### src/rtl/pulso_medidor.sv
// pulso_medidor: measures the width of a high pulse on Pin in Clk cycles, strobing Valid or Glitch.
// Define PULSO_MEDIDOR_SYNC_EN to pass Pin through a 2-flop synchronizer (adds 2 cycles of latency).
module pulso_medidor #(
    parameter int W     = 18,
    parameter int MIN_W = 2
) (
    input  logic         Clk,
    input  logic         Rst,
    input  logic         Pin,
    output logic [W-1:0] Width,
    output logic         Valid,
    output logic         Ovf,
    output logic         Busy,
    output logic         Glitch
);
    typedef enum logic {IDLE, MEAS} state_t;
    state_t state, state_nxt;
    logic cur, prev, rise, fall, sat;
    logic [W-1:0] cnt, cnt_nxt, width_nxt;
    logic ovf_nxt, valid_nxt, glitch_nxt;
`ifdef PULSO_MEDIDOR_SYNC_EN
    logic [1:0] sync;
    // Reset to 1 so a line already high at reset release is not taken as a rise
    always_ff @(posedge Clk)
        sync <= Rst ? 2'b11 : {sync[0], Pin};
    assign cur = sync[1];
`else
    assign cur = Pin;
`endif
    assign rise = cur & ~prev;
    assign fall = ~cur & prev;
    assign sat  = &cnt;
    assign Busy = state == MEAS;
    always_comb begin
        state_nxt  = state;
        cnt_nxt    = cnt;
        width_nxt  = Width;
        ovf_nxt    = Ovf;
        valid_nxt  = 1'b0;
        glitch_nxt = 1'b0;
        if (state == IDLE) begin
            if (rise) begin
                state_nxt = MEAS;
                cnt_nxt   = W'(1);
            end
        end else if (fall) begin
            state_nxt  = IDLE;
            cnt_nxt    = '0;
            valid_nxt  = cnt >= W'(MIN_W);
            glitch_nxt = cnt < W'(MIN_W);
            width_nxt  = valid_nxt ? cnt : Width;
            ovf_nxt    = valid_nxt ? sat : Ovf;
        end else if (!sat) begin
            cnt_nxt = cnt + W'(1);
        end
    end
    always_ff @(posedge Clk) begin
        if (Rst) begin
            state  <= IDLE;
            cnt    <= '0;
            prev   <= 1'b1;
            Width  <= '0;
            Ovf    <= 1'b0;
            Valid  <= 1'b0;
            Glitch <= 1'b0;
        end else begin
            state  <= state_nxt;
            cnt    <= cnt_nxt;
            prev   <= cur;
            Width  <= width_nxt;
            Ovf    <= ovf_nxt;
            Valid  <= valid_nxt;
            Glitch <= glitch_nxt;
        end
    end
endmodule

### config.mk
export PLATFORM = sky130hd
export DESIGN_NAME = pulso_medidor
export DESIGN_NICKNAME = d
export VERILOG_FILES = /design/src/rtl/pulso_medidor.sv
export SDC_FILE = /design/constraint.sdc
export NUM_CORES = 1
export LEC_CHECK = 0
export ABC_AREA = 1
export BUFFER_PORTS_ARGS = -buffer_cell sky130_fd_sc_hd__buf_4
export CAP_MARGIN = 20
export CELL_PAD_IN_SITES_DETAIL_PLACEMENT = 1
export CELL_PAD_IN_SITES_GLOBAL_PLACEMENT = 2
export CORE_MARGIN = 2
export CORE_UTILIZATION = 34
export CTS_CLUSTER_SIZE = 12
export DETAILED_ROUTE_END_ITERATION = 7
export GPL_TIMING_DRIVEN = 0
export PLACE_DENSITY_LB_ADDON = 0.2
export SYNTH_ARGS = -nofsm -noshare
export SYNTH_HDL_FRONTEND = slang
export SYNTH_SLANG_ARGS = --single-unit
### constraint.sdc
create_clock -name Clk -period 2.9 [get_ports Clk]
set_input_delay 0.29 -clock Clk [delete_from_list [all_inputs] [get_ports Clk]]
set_output_delay 0.29 -clock Clk [all_outputs]
set_load 0.01 [all_outputs]
[Yosys cells after proc, flatten, opt, wreduce, memory -nomap -nowiden]
Index checks and enable logic that the tools add are counted.
Word-level totals
  flip-flop bits (word level): 41
  bits of input ports: 3
Cells by class
  add/subtract/negate cells: 1
  magnitude comparators: 2
  equal/unequal tests: 1
  mux-type cells: 7
  bitwise operators: 6
  reductions and logical operators: 5
Operator list (count)
  $mux W18: 4
  $add A18 B1 Y18 const B: 1
  $ge A18 B2 Y1 const B: 1
  $lt A18 B2 Y1 const B: 1
  $reduce_and A18 Y1: 1
  $not A1 Y1: 4
  $mux W1: 3
  $ne A3 B3 Y1 const B: 1
  $reduce_and A3 Y1: 1
  $reduce_or A3 Y1: 1
  $and A1 B1 Y1: 2
  $reduce_and A2 Y1: 1
  $reduce_bool A2 Y1: 1

[Logic depth before layout (Yosys ltp)]
  word-level depth: 4
  depth in mapped cells: 11

[Worst setup path after synthesis]
Ideal clock, no wire load.
  path kind: reg2reg
  start point: reg cnt[0]
  end point: reg cnt[12]
  setup time: 70 ps
  arrival time: 1416 ps
  data required time: 2830 ps
  setup slack: 1414 ps
  stages on the path, launching flop included: 11
  period minus slack after synthesis: 1486 ps
  cell sequence: dfxtp_1 ha_1 nand2_2 nor2_1 nand2_2 nor2_4 nand3_4 nand2_4 buf_12 nand2_2 a21oi_2
On the way
  longest elaborated chain between the ends: 4
RTL lines
  start: declaration: line 19  | logic [W-1:0] cnt, cnt_nxt, width_nxt;
  start signal: assignment: line 68  | cnt <= cnt_nxt;
  $add A18 B1 Y18: line 54  | cnt_nxt = cnt + W'(1);
  $mux W18: line 53  | end else if (!sat) begin
  $mux W18: line 46  | end else if (fall) begin
  $mux W18: line 41  | if (state == IDLE) begin
Parallel ways exist; a longest one is shown, timed or not. The select of a mux whose other input is x is not followed.
A chain may end at the register's enable or synchronous reset.

[Worst setup path after layout]
  start point: reg state (netlist: Busy)
  end point: reg cnt[12]
On the way
  longest elaborated chain between the ends: 2
RTL lines
  start: declaration: line 17  | state_t state, state_nxt;
  start signal: assignment: line 67  | state <= state_nxt;
  $ne A3 B3 Y1 (no source line) / $reduce_bool A2 Y1 (equally long branches)
  $reduce_and A2 Y1 (no source line)
Parallel ways exist; a longest one is shown, timed or not.

==> impl_metrics.csv <==
group,metric,value,unit
critical_path,crit_required,3.13,ns
run,cap_violations,0,
clock_network,postCtsResizedCells,0,
place,port_buffers,24,
critical_path,cp_max_fo,10,
timing,setup_viol,0,
global_route,grt_pass1_vias,2315,
global_route,grt_start_max_net_pins,13,
cells_and_area,area_delta_synth_final,17.0,%
synthesis,synth-edff-count,0,
timing,hold_violations,0,
cells_and_area,antennaDiodeCount,0,
cells_and_area,final_core_util,0.412,
floorplanning,std_cell_rows,29,
routing,wirelength,6500,microns
synthesis,synthAdderAreaFrac,0.0112,
synthesis,synth-simple-area-share,0.450,
synthesis,yosys-mux-area-fraction,0,
status,status,"completed",
timing,tightest_slew,0.779,ns
timing,clock-skew-final,0.00422,ns
synthesis,async_flop_share,0,
global_route,grt_first_pass_wirelength,11100,microns
routing,drcViolationCount,0,
synthesis,ys_seq_area_frac,0.367,
timing,min_period,1.80,ns
cells_and_area,nNetsFinal,369,
critical_path,arrival,2.03,ns
critical_path,ff2ff_setup_slack,1.10,ns
synthesis,synthCells,333,
critical_path,end_kind,"flop",
synthesis,ys_types,27,
routing,num_vias,2207,
timing,holdWs,0.194,ns
synthesis,syn_nets,338,
critical_path,reg2reg_from,"Busy",
worst_hold_path,min_path_type,"primary input to flop",
worst_hold_path,hold_path_depth,2,
clock_network,cts_num_sinks,41,
clock_network,cts_hold_buf,0,
pwr,power.total,1200,uW
floorplanning,core-area,6350,sq um
timing,fin_setup_tns,0,ns
timing,final.period_utilization,0.620,
synthesis,synth_top_family_by_area,"simple AND/OR/NAND/NOR gates",
synthesis,ys_warn_count,0,
floorplanning,die_h,85.1,microns
clock_network,cts_tree,"done",
critical_path,crit_type,"flop to flop",
pwr,ir_drop,184,uV
floorplanning,initial_core_util,0.352,
cells_and_area,fillCellCount,853,
routing,vias_per_cell,5.00,
critical_path,r2r-end,"cnt[12]",
worst_hold_path,whs_endpoint,"prev",
cells_and_area,stdcell_count,441,
timing,timing.final.max_slew_violations,0,
cells_and_area,final_layout_size_suffix_gt1_frac,0.198,
synthesis,synthXorXnorAreaFrac,0,
pwr,power_density,460,nW/um^2
global_route,antenna_found_initial,0,
synthesis,ys_ff_latch,41,
floorplanning,io-pin-count,25,
critical_path,start_kind,"flop",
clock_network,cts_buffers,5,
place,dp_hpwl,4900,microns
global_route,grt_use_total,0.194,
clock_network,htreeDepth,2,
place,gp_congestion,0.787,
timing,grt_setup_unrepaired,"false",
place,dp_cells,434,
timing,fmax,556,MHz
synthesis,synth_flop_cell,"dfxtp_1",
clock_network,cts-root-buf,"clkbuf_8",
clock_network,cts_setup_buffers,0,
routing,drtIter0Drc,70,
clock_network,clk_pin_slew_worst_paths,0.08,ns
routing,drtPass1Iterations,4,
pwr,power_leakage,0.00108,uW
floorplanning,fp.dieArea,7240,sq um
clock_network,clock_latency,0.30,ns
synthesis,synth_compound_gate_area_share,0.0711,
clock_network,clockBufferDepth,2,
timing,maxSlewHeadroom,0.480,
synthesis,avgSynthCellArea,6.71,sq um
worst_hold_path,min_from,"Pin",
synthesis,synth_area,2230,sq um
floorplanning,die_width,85.1,microns
routing,ant_nets,0,
critical_path,r2r_cells,8,
global_route,grt_remaining_overflow,0,
routing,wl_per_cell,14.7,microns
==> how the worst max path moves through the flow <==
stage	start	to	depth (start not counted)
after floorplan	cnt[0]	cnt[12]	10
final	Busy	cnt[12]	8
after detailed placement	Busy	cnt[12]	8
after CTS	Busy	cnt[12]	8
after global placement	Busy	cnt[12]	8
after global routing	Busy	cnt[12]	8
==> worst max-delay path, cell delays in order (launching register included) <==
cell and delay [ns]:
dfxtp_1 0.34, buf_4 0.18, inv_1 0.11, nor2_2 0.47, nand3_4 0.15, nand2_4 0.13
buf_12 0.16, nand2_2 0.06, a21oi_2 0.12
==> where the power goes <==
| part | total, uW | leakage (uW) | switching, uW | internal [uW] |
|---|---|---|---|---|
| logic | 154 | 0.000692 | 102 | 51.4 |
| registers | 588 | 0.000332 | 11.2 | 576 |
| clock network | 461 | 0.0000540 | 211 | 251 |
==> cell usage in the layout (no fill, tap or decap) <==
cell type | Yosys | routed
buf_2 | 1 | 1
clkinv_2 | 0 | 1
or2_2 | 1 | 1
clkbuf_8 | 0 | 5
buf_6 | 2 | 2
nor2_4 | 3 | 3
nor2_1 | 74 | 74
nand2_2 | 14 | 14
a21oi_1 | 6 | 6
nor2_2 | 3 | 3
a21oi_2 | 8 | 8
nand2_1 | 66 | 66
dfxtp_1 | 41 | 41
buf_12 | 1 | 1
nand2_4 | 1 | 1
inv_2 | 2 | 2
bufinv_16 | 0 | 1
buf_4 | 3 | 27
nand4_4 | 1 | 1
nand3_4 | 1 | 1
nand4_1 | 9 | 9
o21ai_0 | 10 | 10
nand3_1 | 38 | 38
buf_1 | 1 | 1
nor3_1 | 3 | 3
ha_1 | 2 | 2
inv_1 | 34 | 34
o2111ai_1 | 1 | 1
nand3b_1 | 3 | 3
clkbuf_1 | 4 | 4
==> registers in the layout, summed over array words and instances, names as in the netlist <==
| name | flops |
|---|---|
| Width | 18 |
| cnt | 18 |
| prev | 1 |
| Glitch | 1 |
| Busy | 1 |
| Ovf | 1 |
| Valid | 1 |
==> logic make-up (layout without fill, tap and decap cells) <==
kind of cell	after synthesis	after routing
and+or+nand+nor	217	217
buffers and inverters	48	79
DFF	41	41
AOI/OAI and AO/OA	25	25
adders and majority gates	2	2
==> routing by layer <==
layer	vias up	GRT usage	routed length (microns)
li1	1116	-	-
met1	1046	0.250	3000
met2	35	0.332	3150
met3	10	0.0331	221
met4	0	0.0592	124
met5	-	0	0
==> per-stage QoR <==
stage / worst slack [ns] / cell area, sq um
global route: 0.924 / 2620
floorplan: 1.41 / 2230
detailed placement: 1.12 / 2510
finish: 1.10 / 2620
global placement: 1.15 / 2510
CTS: 1.10 / 2620
==> synth_stat cells (2+ instances only) <==
cell | n | area (sq um)
inv_2 | 2 | 7.51
inv_1 | 34 | 128
buf_4 | 3 | 22.5
nand3_1 | 38 | 190
nand2_2 | 14 | 87.6
ha_1 | 2 | 25.0
nor3_1 | 3 | 15.0
buf_6 | 2 | 22.5
nor2_2 | 3 | 18.8
a21oi_2 | 8 | 70.1
nand2_1 | 66 | 248
dfxtp_1 | 41 | 821
nor2_4 | 3 | 33.8
clkbuf_1 | 4 | 15.0
nand3b_1 | 3 | 22.5
a21oi_1 | 6 | 30.0
nor2_1 | 74 | 278
o21ai_0 | 10 | 50.1
nand4_1 | 9 | 56.3
==> layout make-up <==
type | instances | area, sq um | area share
inverters | 36 | 135 | 0.0517
repair buffers | 24 | 180 | 0.0689
clock buffers | 5 | 68.8 | 0.0263
well taps | 77 | 96.3 | 0.0368
clock inverters | 2 | 35.0 | 0.0134
plain buffers | 12 | 88.8 | 0.0340
multi-input cells | 244 | 1190 | 0.455
flip-flops and latches | 41 | 821 | 0.314
No activity file was read; power rests on OpenSTA's default activity.
